--- config.mk ---
export PLATFORM = sky130hd
export DESIGN_NAME = mem_port_arbiter
export DESIGN_NICKNAME = d
export VERILOG_FILES = /design/src/rtl/mem_arb_pkg.sv /design/src/rtl/mem_arb_watchdog.sv /design/src/rtl/mem_port_arbiter.sv
export SDC_FILE = /design/constraint.sdc
export NUM_CORES = 1
export LEC_CHECK = 0
export ABC_AREA = 1
export CAP_MARGIN = 30
export CORE_AREA = 2 2 131 133
export DETAILED_ROUTE_END_ITERATION = 16
export DIE_AREA = 0 0 133 135
export PLACE_DENSITY = 0.74
export SYNTH_ARGS = -nofsm -noshare
export SYNTH_HDL_FRONTEND = slang
export SYNTH_SLANG_ARGS = --single-unit
--- constraint.sdc ---
create_clock -name clk -period 4.3 [get_ports clk]
set_clock_uncertainty 0.05 [all_clocks]
set_input_delay 0.43 -clock clk [delete_from_list [all_inputs] [get_ports clk]]
set_output_delay 0.43 -clock clk [all_outputs]
set_load 0.03 [all_outputs]
--- src/rtl/mem_arb_pkg.sv ---
// Shared types and constants for the fetch/data memory port arbiter.
package mem_arb_pkg;

    typedef enum logic [1:0] {
        IDLE  = 2'd0,
        FETCH = 2'd1,
        DATA  = 2'd2,
        DRAIN = 2'd3
    } arb_state_t;

    // Wide enough for byte enables of any data width up to 512 bits; sliced by users.
    localparam int                    BE_MAX_W = 64;
    localparam logic [BE_MAX_W-1:0]   BE_ALL   = {BE_MAX_W{1'b1}};

endpackage

--- src/rtl/mem_arb_watchdog.sv ---
// Memory-latency watchdog: counts cycles a request waits without ack and raises a sticky error.
module mem_arb_watchdog #(
    parameter int TIMEOUT_CYC = 64
) (
    input  logic clk,
    input  logic rst,
    input  logic busy,
    input  logic ack,
    output logic bus_err
);

    localparam int             CNT_W   = $clog2(TIMEOUT_CYC + 1);
    localparam logic [CNT_W-1:0] CNT_MAX = CNT_W'(TIMEOUT_CYC);

    logic [CNT_W-1:0] cnt_r;
    logic [CNT_W-1:0] cnt_nxt_s;
    logic             bus_err_r;

    // Next count: clear on ack, count waiting cycles, saturate at the limit.
    always_comb begin
        cnt_nxt_s = cnt_r;
        if (ack) begin
            cnt_nxt_s = '0;
        end else if (busy && (cnt_r != CNT_MAX)) begin
            cnt_nxt_s = cnt_r + 1'b1;
        end else begin
            cnt_nxt_s = cnt_r;
        end
    end

    // Counter and sticky error register; bus_err rises on the edge the limit is reached.
    always_ff @(posedge clk or posedge rst) begin
        if (rst) begin
            cnt_r     <= '0;
            bus_err_r <= 1'b0;
        end else begin
            cnt_r     <= cnt_nxt_s;
            bus_err_r <= bus_err_r | (cnt_nxt_s == CNT_MAX);
        end
    end

    assign bus_err = bus_err_r;

endmodule

--- src/rtl/mem_port_arbiter.sv ---
// Shares one single-ported memory between fetch and data stages; data always wins,
// killed fetches are drained and discarded.
module mem_port_arbiter
    import mem_arb_pkg::*;
#(
    parameter int ADDR_W      = 32,
    parameter int DATA_W      = 32,
    parameter int TIMEOUT_CYC = 64
) (
    input  logic                clk,
    input  logic                rst,
    input  logic                if_req,
    input  logic [ADDR_W-1:0]   if_addr,
    input  logic                if_kill,
    output logic [DATA_W-1:0]   if_rdata,
    output logic                if_valid,
    input  logic                dm_req,
    input  logic                dm_we,
    input  logic [ADDR_W-1:0]   dm_addr,
    input  logic [DATA_W-1:0]   dm_wdata,
    input  logic [DATA_W/8-1:0] dm_be,
    output logic [DATA_W-1:0]   dm_rdata,
    output logic                dm_valid,
    output logic                mem_req,
    output logic                mem_we,
    output logic [ADDR_W-1:0]   mem_addr,
    output logic [DATA_W-1:0]   mem_wdata,
    output logic [DATA_W/8-1:0] mem_be,
    input  logic [DATA_W-1:0]   mem_rdata,
    input  logic                mem_ack,
    output logic                f_stall,
    output logic                m_stall,
    output logic                bus_err
);

    localparam int BE_W = DATA_W / 8;

    arb_state_t        state_r;
    arb_state_t        state_nxt_s;

    logic              dm_elig_s;
    logic              f_elig_s;
    logic              grant_dm_s;
    logic              grant_f_s;
    logic              mem_done_s;
    logic              fetch_done_s;
    logic              data_done_s;

    logic              mem_req_r;
    logic              mem_we_r;
    logic [ADDR_W-1:0] mem_addr_r;
    logic [DATA_W-1:0] mem_wdata_r;
    logic [BE_W-1:0]   mem_be_r;
    logic [DATA_W-1:0] if_rdata_r;
    logic              if_valid_r;
    logic [DATA_W-1:0] dm_rdata_r;
    logic              dm_valid_r;

    // A requester whose valid pulse is out this cycle is still holding the old request.
    assign dm_elig_s = dm_req & ~dm_valid_r;
    assign f_elig_s  = if_req & ~if_valid_r & ~if_kill;

    // State register.
    always_ff @(posedge clk or posedge rst) begin
        if (rst) begin
            state_r <= IDLE;
        end else begin
            state_r <= state_nxt_s;
        end
    end

    // Next-state, grant and completion decode.
    always_comb begin
        state_nxt_s  = state_r;
        grant_dm_s   = 1'b0;
        grant_f_s    = 1'b0;
        mem_done_s   = 1'b0;
        fetch_done_s = 1'b0;
        data_done_s  = 1'b0;
        case (state_r)
            IDLE: begin
                if (dm_elig_s) begin
                    state_nxt_s = DATA;
                    grant_dm_s  = 1'b1;
                end else if (f_elig_s) begin
                    state_nxt_s = FETCH;
                    grant_f_s   = 1'b1;
                end else begin
                    state_nxt_s = IDLE;
                end
            end
            FETCH: begin
                if (mem_ack) begin
                    mem_done_s   = 1'b1;
                    fetch_done_s = ~if_kill;
                    state_nxt_s  = IDLE;
                end else if (if_kill) begin
                    state_nxt_s = DRAIN;
                end else begin
                    state_nxt_s = FETCH;
                end
            end
            DATA: begin
                if (mem_ack) begin
                    mem_done_s  = 1'b1;
                    data_done_s = 1'b1;
                    state_nxt_s = IDLE;
                end else begin
                    state_nxt_s = DATA;
                end
            end
            DRAIN: begin
                if (mem_ack) begin
                    mem_done_s  = 1'b1;
                    state_nxt_s = IDLE;
                end else begin
                    state_nxt_s = DRAIN;
                end
            end
            default: begin
                state_nxt_s = IDLE;
            end
        endcase
    end

    // Memory request and payload: latched at grant, held stable until ack.
    always_ff @(posedge clk or posedge rst) begin
        if (rst) begin
            mem_req_r   <= 1'b0;
            mem_we_r    <= 1'b0;
            mem_addr_r  <= '0;
            mem_wdata_r <= '0;
            mem_be_r    <= '0;
        end else if (grant_dm_s) begin
            mem_req_r   <= 1'b1;
            mem_we_r    <= dm_we;
            mem_addr_r  <= dm_addr;
            mem_wdata_r <= dm_wdata;
            mem_be_r    <= dm_be;
        end else if (grant_f_s) begin
            mem_req_r   <= 1'b1;
            mem_we_r    <= 1'b0;
            mem_addr_r  <= if_addr;
            mem_wdata_r <= '0;
            mem_be_r    <= BE_ALL[BE_W-1:0];
        end else if (mem_done_s) begin
            mem_req_r   <= 1'b0;
        end
    end

    // Read-data capture and one-cycle completion pulses.
    always_ff @(posedge clk or posedge rst) begin
        if (rst) begin
            if_rdata_r <= '0;
            if_valid_r <= 1'b0;
            dm_rdata_r <= '0;
            dm_valid_r <= 1'b0;
        end else begin
            if_valid_r <= fetch_done_s;
            dm_valid_r <= data_done_s;
            if (fetch_done_s) begin
                if_rdata_r <= mem_rdata;
            end
            if (data_done_s) begin
                dm_rdata_r <= mem_rdata;
            end
        end
    end

    mem_arb_watchdog #(
        .TIMEOUT_CYC (TIMEOUT_CYC)
    ) u_watchdog (
        .clk     (clk),
        .rst     (rst),
        .busy    (mem_req_r),
        .ack     (mem_ack & mem_req_r),
        .bus_err (bus_err)
    );

    assign mem_req   = mem_req_r;
    assign mem_we    = mem_we_r;
    assign mem_addr  = mem_addr_r;
    assign mem_wdata = mem_wdata_r;
    assign mem_be    = mem_be_r;
    assign if_rdata  = if_rdata_r;
    assign if_valid  = if_valid_r;
    assign dm_rdata  = dm_rdata_r;
    assign dm_valid  = dm_valid_r;
    assign f_stall   = if_req & ~if_valid_r;
    assign m_stall   = dm_req & ~dm_valid_r;

endmodule

==> results.json, run 1 <==
{
  "status": "finished, final reports clean",
  "post_cts_buffers": 0,
  "crit_path_max_fanout": 38,
  "post-route-util_pct": 58.0,
  "synthTopCellsByCount": "dfrtp_1, nand2_1, o21ai_0",
  "hold_viol": 0,
  "insertion_delay_ns": 0.41,
  "yosysMostFrequentCell": "dfrtp_1",
  "cap_violations": 0,
  "coreArea_sq_um": 16400,
  "cts_tree": "done",
  "numCtsBuffers": 17,
  "antenna_found_initial": 0,
  "worstPathRequired_ns": 4.55,
  "synth_top_area_share_pct": 60.8,
  "seq_area_frac_synth_pct": 60.8,
  "yosys_warnings": 0,
  "overflow": 0,
  "synthArstFlopShare_pct": 100,
  "clockRootBuffer": "clkbuf_16",
  "path_clk_slew_ns": 0.06,
  "worstMarginPinSlew_ns": 0.878,
  "die_h_um": 135,
  "grt_pass1_wl_mm": 28.2,
  "drc": 0,
  "syn_area_sq_um": 6010,
  "dieArea_sq_um": 18000,
  "synth_area_per_cell_sq_um": 9.82,
  "r2r-end": "mem_wdata[7]$_DFFE_PP0P_",
  "cp-start-kind": "primary input",
  "arrival_ns": 2.73,
  "rsz0062_at_grt": "false",
  "synthTopCellsByArea": "dfrtp_1, nand2_1, a32o_1, o21ai_0, nand3_1",
  "dp_hpwl_mm": 12.7,
  "synth-compound-area-share_pct": 14.9,
  "yosysUniqueCellTypes": 28,
  "worstPathCellList": "clkdlybuf4s50_1, inv_1, nor2_4, nand2_2, buf_4, nand2_2, inv_2, a32o_1",
  "grt_max_degree": 68,
  "row_count": 47,
  "synth_cells": 612,
  "start_util_pct": 36.6,
  "dr_total_vias": 5333,
  "routedWlPerCell_um": 16.4,
  "wl_mm": 18.2,
  "tns_ns": 0,
  "crit_type": "in2reg",
  "final_layout_size_suffix_gt1_share_pct": 6.55,
  "ir_worst_vdd_mv": 0.472,
  "fin_hold_ws_ns": 0.274,
  "rrSetupSlack_ns": 1.92,
  "grt_pass1_vias": 5171,
  "synthXorXnorAreaFrac_pct": 0.146,
  "stdcell_count": 1106,
  "cts.sinks": 146,
  "relSlewSlack_pct": 41.4,
  "syn_to_final_growth_pct": 58.3,
  "crit_top_cell": "nand2_2",
  "ys_ff_latch": 146,
  "dp.cells": 1074,
  "post_cts_resized": 0,
  "synthMuxAreaShare_pct": 0,
  "die-width_um": 133,
  "synth-edff-count": 0,
  "yosys.area.top_type": "dfrtp_1",
  "post-route-period-util_pct": 57.7,
  "boundaryPins": 278,
  "post-route-min-period_ns": 2.48,
  "vias_per_cell": 4.82,
  "r2r_cells": 6,
  "hold_path_class": "in2async",
  "timing.fmax_ghz": 0.403,
  "synth_top_family_by_area": "simple AND/OR/NAND/NOR gates",
  "cpPeakStageDelay_ns": 0.51,
  "rr_startpoint": "state_r[0]$_DFF_PP0_",
  "diodes": 0,
  "synthAdderAreaFrac_pct": 0.416,
  "cts.path.max_buffers": 2,
  "p_leak_nw": 4.25,
  "portBuffers": 277,
  "gp_congestion": 0.825,
  "drt_iter0_markers": 286,
  "slew_viol_final": 0,
  "antenna_left": 0,
  "synth_top_flop_cell": "dfrtp_1",
  "firstDrtPassIters": 4,
  "setup_violations": 0,
  "power_density_nw_per_um2": 826,
  "synth_simple_gate_area_share_pct": 16.4,
  "fin_nets": 1014,
  "postCtsHoldBufs": 0,
  "cp_slowest_cell": "clkdlybuf4s50_1",
  "gr-usage-all-layers_pct": 20.2,
  "syn_nets": 753,
  "end_kind": "flop",
  "htreeDepth": 4
}
## layout make-up
cell class / count / area [sq um]
clock inverter: 14 / 179
inverter: 56 / 214
fill: 1391 / 6890
tap: 220 / 275
sequential: 146 / 3650
clock buffer: 18 / 429
multi-input combinational: 367 / 1940
timing repair buffer: 285 / 2830
## kinds of logic after synthesis
logic type | count (synthesis)
compound gates | 135
buf+inv | 99
simple gates | 229
xor+xnor | 1
fa+ha+maj | 2
flops | 146
## worst max-delay path: cells and delay by family
family	cells	cell delay (ns)
AO/OA/AOI/OAI	1	0.32
AND/OR/NAND/NOR	3	0.67
buffers and inverters	4	1.27
## per-layer routing
layer  routed length (um)  part of all wire, %  GRT usage (%)
met5                    0                    0              0
met4                  231                  1.3           7.29
met3                 1830                   10           8.45
met2                 8580                   47           32.4
met1                 7520                   41           24.5
## state kept, by name (all words and copies together), names as in the netlist
name,flops
u_watchdog.bus_err,1
if_rdata,32
if_valid,1
state_r,2
mem_req,1
mem_wdata,32
mem_be,4
dm_rdata,32
mem_addr,32
dm_valid,1
u_watchdog.cnt_r,7
mem_we,1
## worst max path at each step
stage | start | endpoint | slack (ns) | cells past startpoint
2_1_floorplan | rst | dm_rdata[0]$_DFFE_PP0P_ | 1.99 | 1
3_3_place_gp | dm_req | mem_wdata[0]$_DFFE_PP0P_ | 1.38 | 8
3_5_place_dp | dm_req | mem_wdata[4]$_DFFE_PP0P_ | 1.36 | 8
4_1_cts | dm_req | mem_wdata[29]$_DFFE_PP0P_ | 1.80 | 8
5_1_grt | dm_req | mem_wdata[7]$_DFFE_PP0P_ | 1.66 | 8
6_report | dm_req | mem_wdata[7]$_DFFE_PP0P_ | 1.82 | 8
## cell usage in the layout, fill, tap and decap left out, types with 2 or more instances in the layout
master	instances
o22a_1	4
nor2_4	2
clkinv_4	2
inv_1	51
buf_4	8
nor2_1	39
o21ai_1	10
nand2_1	127
nand3_1	44
nand2_2	3
dfrtp_1	146
nand4_1	3
inv_2	4
nand3_2	3
clkinv_2	3
nor2_2	3
inv_8	2
a32o_1	33
clkbuf_16	17
clkinvlp_4	2
a31oi_1	32
ha_1	2
bufinv_16	3
inv_6	3
o21ai_0	55
clkdlybuf4s50_1	277
## per-stage QoR
| stage | setup slack [ns] | area, sq um | power, W |
|---|---|---|---|
| floorplan | 1.99 | 6020 | 0.00468 |
| global placement | 1.38 | 8910 | 0.00631 |
| detailed placement | 1.36 | 8910 | 0.00637 |
| CTS | 1.80 | 9520 | 0.00795 |
| global route | 1.66 | 9520 | 0.00830 |
| finish | 1.82 | 9520 | 0.00786 |
## power by group
| part | internal (W) | switching, W |
|---|---|---|
| Combinational | 0.00159 | 0.00234 |
| Sequential | 0.00201 | 0.000384 |
| Clock | 0.000925 | 0.000611 |
| Total | 0.00453 | 0.00333 |
(Power assumes the default switching activity.)
==> run 2, diff against run 1 <==
- CORE_AREA: 2 2 131 133 -> 2 2 123 125
- DIE_AREA: 0 0 133 135 -> 0 0 125 127
- PLACE_DENSITY: 0.74 -> 0.79
- clock period: 4.3 -> 2.4 ns (I/O delays scaled with it)
==> results.json, run 2 (synthesized netlist as in run 1, its figures left out) <==
{
  "grt_pass1_wl_mm": 28.9,
  "gp_congestion": 0.850,
  "crit_path_max_fanout": 2,
  "power_frac_comb_pct": 50.5,
  "relSlewSlack_pct": 64.8,
  "worstPathCellList": "nor2_1, clkdlybuf4s50_1",
  "cp-start-kind": "flop",
  "internal-power_w": 0.00824,
  "finalWorstSetupSlack_ns": 0.448,
  "start_util_pct": 41.7,
  "ir_worst_vdd_mv": 0.861,
  "grt_pass1_vias": 5379,
  "timing.fmax_ghz": 0.512,
  "portBuffers": 277,
  "numCtsBuffers": 17,
  "drc": 0,
  "clock_power_share_pct": 19.1,
  "dp_hpwl_mm": 12.7,
  "drt_iter0_markers": 317,
  "seq_power_share_pct": 30.4,
  "row_count": 44,
  "crit_start": "if_valid$_DFF_PP0_",
  "rsz0062_at_grt": "false",
  "fin_nets": 1016,
  "coreArea_sq_um": 14400,
  "layout_commonest_cell": "clkdlybuf4s50_1",
  "clockRootBuffer": "clkbuf_16",
  "swShare_pct": 42.0,
  "final_layout_size_suffix_gt1_share_pct": 6.98,
  "boundaryPins": 278,
  "end_kind": "output port",
  "antenna_found_initial": 0,
  "cap_violations": 0,
  "post-route-period-util_pct": 81.3,
  "rr_startpoint": "u_watchdog.cnt_r[0]$_DFF_PP0_",
  "vias_per_cell": 5.05,
  "routedWlPerCell_um": 16.9,
  "status": "finished, final reports clean",
  "setup_violations": 0,
  "die_h_um": 127,
  "p_leak_nw": 4.30,
  "gr-usage-all-layers_pct": 23.1,
  "global_route.usage.met2_pct": 36.9,
  "cp_slowest_cell": "clkdlybuf4s50_1",
  "grt_use_met1_pct": 28.4,
  "worstPathRequired_ns": 2.11,
  "final_cell_mix": "clkdlybuf4s50_1, dfrtp_1, nand2_1, o21ai_0, inv_1",
  "die-width_um": 125,
  "path_clk_slew_ns": 0.06,
  "finalInstanceArea_sq_um": 9590,
  "p_sw_w": 0.00597,
  "insertion_delay_ns": 0.41,
  "htreeDepth": 4,
  "power_density_nw_per_um2": 1480,
  "postCtsHoldBufs": 0,
  "place_worst_setup_slack_ns": 0.449,
  "cpPeakStageDelay_ns": 0.70,
  "grt-busiest-layer": "met2",
  "firstDrtPassIters": 5,
  "syn_to_final_growth_pct": 59.5,
  "placed_area_sq_um": 8980,
  "stdcell_count": 1072,
  "grt_util_met3_pct": 9.09,
  "slew_viol_final": 0,
  "post_cts_resized": 0,
  "post-route-min-period_ns": 1.95,
  "tns_ns": 0,
  "dieArea_sq_um": 15900,
  "worstMarginPinSlew_ns": 0.527,
  "post_cts_buffers": 0,
  "wl_mm": 18.1,
  "antenna_left": 0,
  "cts.path.max_buffers": 2,
  "dr_total_vias": 5415,
  "arrival_ns": 1.66,
  "cts_tree": "done",
  "cts.sinks": 146,
  "post-route-util_pct": 66.5,
  "overflow": 0,
  "crit_type": "reg2out",
  "hold_viol": 0,
  "dp.cells": 1040,
  "grt_max_degree": 68,
  "hold_path_class": "in2async",
  "diodes": 0
}
[run 2: cell count changes in the layout (fill, tap and decap cells not counted), moves of 2 or more]
cell      before  now
buf_12         0    8
buf_4          8    3
clkinv_4       2    0
inv_6          3    6
inv_8          2    0
[run 2: power groups by stage]
| stage | Clock [W] | Combinational (W) | Sequential [W] |
|---|---|---|---|
| final | 0.00272 | 0.00718 | 0.00431 |
| after global routing | 0.00290 | 0.00767 | 0.00447 |
| after CTS | 0.00278 | 0.00725 | 0.00432 |
| after detailed placement | 0 | 0.00723 | 0.00433 |
| after global placement | 0 | 0.00715 | 0.00429 |
| after floorplan | 0 | 0.00193 | 0.00645 |
[run 2: layout make-up]
cell class | count | area [sq um]
clock buffers | 18 | 439
clock inverters | 14 | 173
fillers | 1152 | 4830
inverters | 56 | 214
multi-input cells | 367 | 1940
flip-flops and latches | 146 | 3650
well taps | 184 | 230
repair buffers | 287 | 2950
[run 2: path summary, 6_finish.rpt]
| kind | end | cells after the start | slack (ns) |
|---|---|---|---|
| setup / recovery | f_stall | 2 | 0.45 |
| hold reg to reg | u_watchdog.bus_err$_DFF_PP0_ | 2 | 0.42 |
| min in group clk | if_rdata[9]$_DFFE_PP0P_ | 3 | 0.34 |
| hold / removal | mem_addr[4]$_DFFE_PP0P_ | 2 | 0.17 |
| max in group asynchronous | dm_rdata[30]$_DFFE_PP0P_ | 3 | 1.44 |
| setup reg to reg | u_watchdog.bus_err$_DFF_PP0_ | 13 | 0.69 |
[run 2: metrics by stage]
stage	total power, W	hold WS, ns
2_1_floorplan	0.00839	0.289
3_3_place_gp	0.0114	0.399
3_5_place_dp	0.0116	0.406
4_1_cts	0.0144	0.162
5_1_grt	0.0150	0.193
6_report	0.0142	0.175
[run 2: per-layer routing]
layer  routed length (um)  part of all wire (%)  up-vias
met5                    0                     0        -
met4                  490                   2.7        0
met3                 1670                   9.3       27
met2                 8680                    48      232
met1                 7220                    40     2562
li1                     -                     -     2594
[run 2: worst max-delay path: cells and delay by family, from the launching register on]
family                 cells  cell delay [ns]
buffers and inverters      1             0.70
flip-flops                 1             0.38
AND/OR/NAND/NOR            1             0.17
==> run 3, diff against run 2 <==
- clock period: 2.4 -> 1.8 ns (I/O delays scaled with it)
==> results.json, run 3 (synthesized netlist as in run 1, its figures left out) <==
{
  "antenna_found_initial": 0,
  "worstPathCellList": "clkdlybuf4s50_1",
  "routedWlPerCell_um": 16.8,
  "status": "finished, final reports clean",
  "insertion_delay_ns": 0.41,
  "hold_path_class": "in2async",
  "rsz0062_at_grt": "true",
  "row_count": 44,
  "hold_viol": 0,
  "layout_commonest_cell": "clkdlybuf4s50_1",
  "cts.sinks": 146,
  "numCtsBuffers": 17,
  "drt_iter0_markers": 287,
  "critical_path.top_delay_family": "buffers and inverters",
  "cp-start-kind": "flop",
  "die-width_um": 125,
  "drc": 0,
  "wl_mm": 18.1,
  "fin_hold_ws_ns": 0.198,
  "grt_max_degree": 81,
  "boundaryPins": 278,
  "dieArea_sq_um": 15900,
  "post_cts_buffers": 0,
  "grt_pass1_vias": 5501,
  "arrival_ns": 1.50,
  "htreeDepth": 4,
  "worstMarginPinSlew_ns": 0.527,
  "setup_violations": 0,
  "firstDrtPassIters": 4,
  "multi_input_area_sq_um": 1940,
  "antenna_left": 0,
  "syn_to_final_growth_pct": 59.6,
  "dp_hpwl_mm": 12.8,
  "cts.path.max_buffers": 2,
  "crit_buf_inv": 1,
  "coreArea_sq_um": 14400,
  "fin_nets": 1022,
  "crit_path_max_fanout": 2,
  "tns_ns": 0,
  "final_layout_size_suffix_gt1_share_pct": 7.94,
  "overflow": 0,
  "diodes": 0,
  "final_cell_mix": "clkdlybuf4s50_1, dfrtp_1, nand2_1, o21ai_0, inv_1",
  "clockRootBuffer": "clkbuf_16",
  "relSlewSlack_pct": 64.9,
  "power_density_nw_per_um2": 1960,
  "dr_total_vias": 5450,
  "die_h_um": 127,
  "crit_type": "reg2out",
  "slew_viol_final": 0,
  "path_clk_slew_ns": 0.06,
  "vias_per_cell": 5.06,
  "post-route-min-period_ns": 1.73,
  "worstPathRequired_ns": 1.57,
  "gr-usage-all-layers_pct": 22.7,
  "portBuffers": 277,
  "fillCellCount": 1161,
  "end_kind": "output port",
  "post_cts_resized": 2,
  "placed_area_sq_um": 9010,
  "cp_slowest_cell": "clkdlybuf4s50_1",
  "postCtsHoldBufs": 0,
  "regArea_sq_um": 3650,
  "ir_worst_vdd_mv": 1.28,
  "grt_pass1_wl_mm": 28.6,
  "start_util_pct": 41.7,
  "timing.fmax_ghz": 0.578,
  "total_power_w": 0.0188,
  "p_leak_nw": 4.32,
  "cap_violations": 0,
  "post-route-period-util_pct": 96.1,
  "cts_tree": "done",
  "gp_congestion": 0.837,
  "finalInstanceArea_sq_um": 9590,
  "cpPeakStageDelay_ns": 0.74
}
run 3: final cells by class:
cell class,count,area share (%)
multi-input cells,367,20.2
clock inverters,13,1.29
inverters,56,2.23
repair buffers,293,31.1
flip-flops and latches,146,38.1
well taps,184,2.40
clock buffers,19,4.72
run 3: power breakdown:
part | internal, W | total, W | switching [W]
logic | 0.00396 | 0.00962 | 0.00565
registers | 0.00481 | 0.00574 | 0.000930
clock network | 0.00199 | 0.00340 | 0.00141
total | 0.0108 | 0.0188 | 0.00799
run 3: per-layer routing:
metal  GRT usage, %  part of all wire, %  vias up
met2           37.5                   47      232
met5              0                    0        -
met1           27.0                   41     2578
li1               -                    -     2604
met4           9.35                  2.8        0
met3           8.12                  8.9       36
run 3: final timing paths:
check                                              start                           end  slack [ns]  cells past startpoint
min reg2reg                 u_watchdog.bus_err$_DFF_PP0_  u_watchdog.bus_err$_DFF_PP0_        0.42                      2
max                             dm_rdata[17]$_DFFE_PP0P_                  dm_rdata[17]        0.07                      1
max in group asynchronous                            rst      mem_addr[21]$_DFFE_PP0P_        1.06                      3
min in group clk                           mem_rdata[10]      if_rdata[10]$_DFFE_PP0P_        0.27                      3
min                                                  rst  u_watchdog.bus_err$_DFF_PP0_        0.20                      3
max reg2reg                u_watchdog.cnt_r[1]$_DFF_PP0_  u_watchdog.bus_err$_DFF_PP0_        0.17                     13
run 3: metrics by stage:
step	setup WS (ns)	utilization, %	cells
final	0.0708	66.5	1078
after global routing	0.00832	66.5	1078
after CTS	0.00412	66.5	1078
after detailed placement	0.0606	62.5	1046
after global placement	0.106	62.5	1046
after floorplan	-0.263	-	612
==> variant 1, RTL diff (config.mk and constraints of run 1) <==
The 4 states of `arb_state_t` get a one-hot encoding in 4 bits.
--- a/src/rtl/mem_arb_pkg.sv
+++ b/src/rtl/mem_arb_pkg.sv
@@ -3,7 +3,7 @@
 
-    typedef enum logic [1:0] {
-        IDLE  = 2'd0,
-        FETCH = 2'd1,
-        DATA  = 2'd2,
-        DRAIN = 2'd3
+    typedef enum logic [3:0] {
+        IDLE  = 4'b0001,
+        FETCH = 4'b0010,
+        DATA  = 4'b0100,
+        DRAIN = 4'b1000
     } arb_state_t;
Function: same outputs for any inputs over 4 cycles, from zero or initial values and one cycle with rst high; so few cycles prove little.
==> variant 1 against run 1 <==
Setup slack worse by 0.17 ns; wire length shrank 3.2%; synthesized cell count up 13%; sequential share of layout area is 0.82 points lower; area after synthesis up 3.5%; sequential cell count increased by 2; design area is 3.6% higher; total power shrank 1.3%; critical path type is now input port to primary output; largest power group unchanged.
==> variant 1: results (changes against run 1) <==
metric,value,unit,change
met3_length,1670,um,-8.9%
track_usage,19.7,%,-0.49 points
first_iter_violations,263,,-8.0%
wirelength,17600,um,-3.2%
peakVddDrop,0.000458,V,-2.9%
routabilityCongestion,0.774,,-6.2%
vias_per_cell,4.55,,-5.6%
cp_data_arrival_time,2.17,ns,-0.56 ns
dp_hpwl,12800,um,+0.55%
place_area,0.00927,mm^2,+4.0%
wl_per_cell,14.7,um,-10%
drt-met1-wl,7040,um,-6.4%
syn-mean-instance-area,9.01,um^2,-8.2%
gr-usage-met1,23.0,%,-1.5 points
whs,0.396,ns,+0.123 ns
finalNetCount,1103,,+8.8%
synthTopCellsByCount,"nand2_1, dfrtp_1, inv_1",,
reg2reg_depth,10,,+4
nFillCells,1399,,+0.58%
status,"complete, no violations",,
grt_pass1_wl,27700,um,-1.9%
wl_met2,8430,um,-1.8%
grt_max_degree,70,,+2.9%
r2r_start,state_r[0],,
use_met2,32.5,%,+0.14 points
tightest_slew,0.622,ns,-0.256 ns
critPathMaxFanout,12,,-68%
fin_util,60.1,%,+2.1 points
synth_cell_types,22,,-21%
cpPeakStageDelay,0.79,ns,+0.28 ns
drive_above_1_share,8.42,%,+1.9 points
pre_cts_ws,1.31,ns,-0.0522 ns
power_leakage,4.75,nW,+12%
place_inst,1163,,+8.3%
crit_path_end,m_stall,,
-- variant 1: cell types whose count changed in the layout (fill, tap and decap cells not counted), sizes merged, moves of 4 or more --
cell,change
nand2,+136
a32o,-33
nor2,-33
a31oi,-32
mux2,+32
inv,+4
nand3,+4
-- variant 1: area by class of cell --
type	instances	area, um^2	share of cell area (%)
repair buffers	288	2900	29.4
well taps	220	275	2.79
multi-input cells	444	2150	21.8
clock buffers	21	470	4.77
clock inverters	10	124	1.26
flip-flops and latches	148	3700	37.6
inverters	63	240	2.44
-- variant 1: power by group --
part           leakage, nW  total, mW  switching, mW  internal (mW)
clock                0.286       1.49          0.583          0.903
sequential            1.85       2.40          0.369           2.03
combinational         2.61       3.88           2.29           1.59
-- variant 1: cells by family after synthesis --
logic type      count (synthesis)  share of synthesized area (%)
flops                         148                           59.6
compound gates                 73                           6.18
fa+ha+maj                       2                          0.402
mux                            32                           5.79
buf+inv                        98                           6.05
xor+xnor                        1                          0.141
simple gates                  336                           21.9
==> variant 2, RTL diff (config.mk and constraints of run 1) <==
Made on the original files. Set the parameter `DATA_W` to 40 (it was 32).
--- a/src/rtl/mem_port_arbiter.sv
+++ b/src/rtl/mem_port_arbiter.sv
@@ -6,3 +6,3 @@
     parameter int ADDR_W      = 32,
-    parameter int DATA_W      = 32,
+    parameter int DATA_W      = 40,
     parameter int TIMEOUT_CYC = 64
Interface: changed (7 resized); port bits go from 278 to 320. No check against the original RTL was run, so the function may have changed too.
==> variant 2 against run 1 <==
Worst hold slack lost 0.010 ns; sequential cell count grew 25; combinational power grew 17%; total power grew 14%; final cell count grew 11%; area after synthesis grew 15%; setup slack gained 0.053 ns; wire length grew 13%; design area grew 14%; sequential power grew 17%; first-iteration DRC count grew 55%.
==> variant 2: results (changes against run 1) <==
metric,value,unit,change
track_usage,23.1,%,+2.9 points
first_iter_violations,442,,+55%
status,"complete, no violations",,
netlist_top_cells_area,"dfrtp_1, nand2_1, a32o_1",,
dr.pass1.iters,5,,+1
place_inst,1192,,+11%
clkbuf_count,21,,+3
sh_seq_area,39.4,%,+1.1 points
drive_above_1_share,5.78,%,-0.77 points
wl_per_cell,16.8,um,+2.5%
synthesis.nets,850,,+13%
portBuffers,319,,+15%
r2r_slack,1.87,ns,-0.05 ns
met3_length,2290,um,+25%
clkCellAreaFrac,5.42,%,-0.97 points
nFillCells,1288,,-7.4%
inverters_excl_clock,64,,+14%
globalRouteMet3Util,10.0,%,+1.6 points
dp_hpwl,14200,um,+12%
slowest_stage,nor2_4,,
wl_met2,9760,um,+14%
cp_data_arrival_time,2.71,ns,-0.02 ns
n_all_buffers,329,,+15%
use_met2,37.0,%,+4.6 points
vias_per_cell,5.00,,+3.7%
==> variant 2: cell families (layout without fill, tap and decap cells) <==
| family | count (synthesis) | after routing | share of synthesized area [%] |
|---|---|---|---|
| AOI/OAI and AO/OA | 160 | 160 | 15.4 |
| xor gates and xnor gates | 1 | 1 | 0.127 |
| adders and majority gates | 2 | 2 | 0.362 |
| buffers and inverters | 113 | 425 | 7.16 |
| DFF | 171 | 171 | 61.8 |
| and+or+nand+nor | 245 | 245 | 15.1 |
==> variant 2: per-stage QoR <==
step                utilization (%)  worst slack [ns]  hold slack, ns  power (mW)  instance area [um^2]
global route                   66.1              1.63           0.271        9.42                 10900
finish                         66.1              1.87           0.263        8.94                 10900
detailed placement             62.6              1.56           0.409        7.45                 10300
CTS                            66.1              1.84           0.248        9.02                 10900
floorplan                         -              1.64           0.461        5.47                  6920
global placement               62.4              1.61           0.407        7.38                 10200
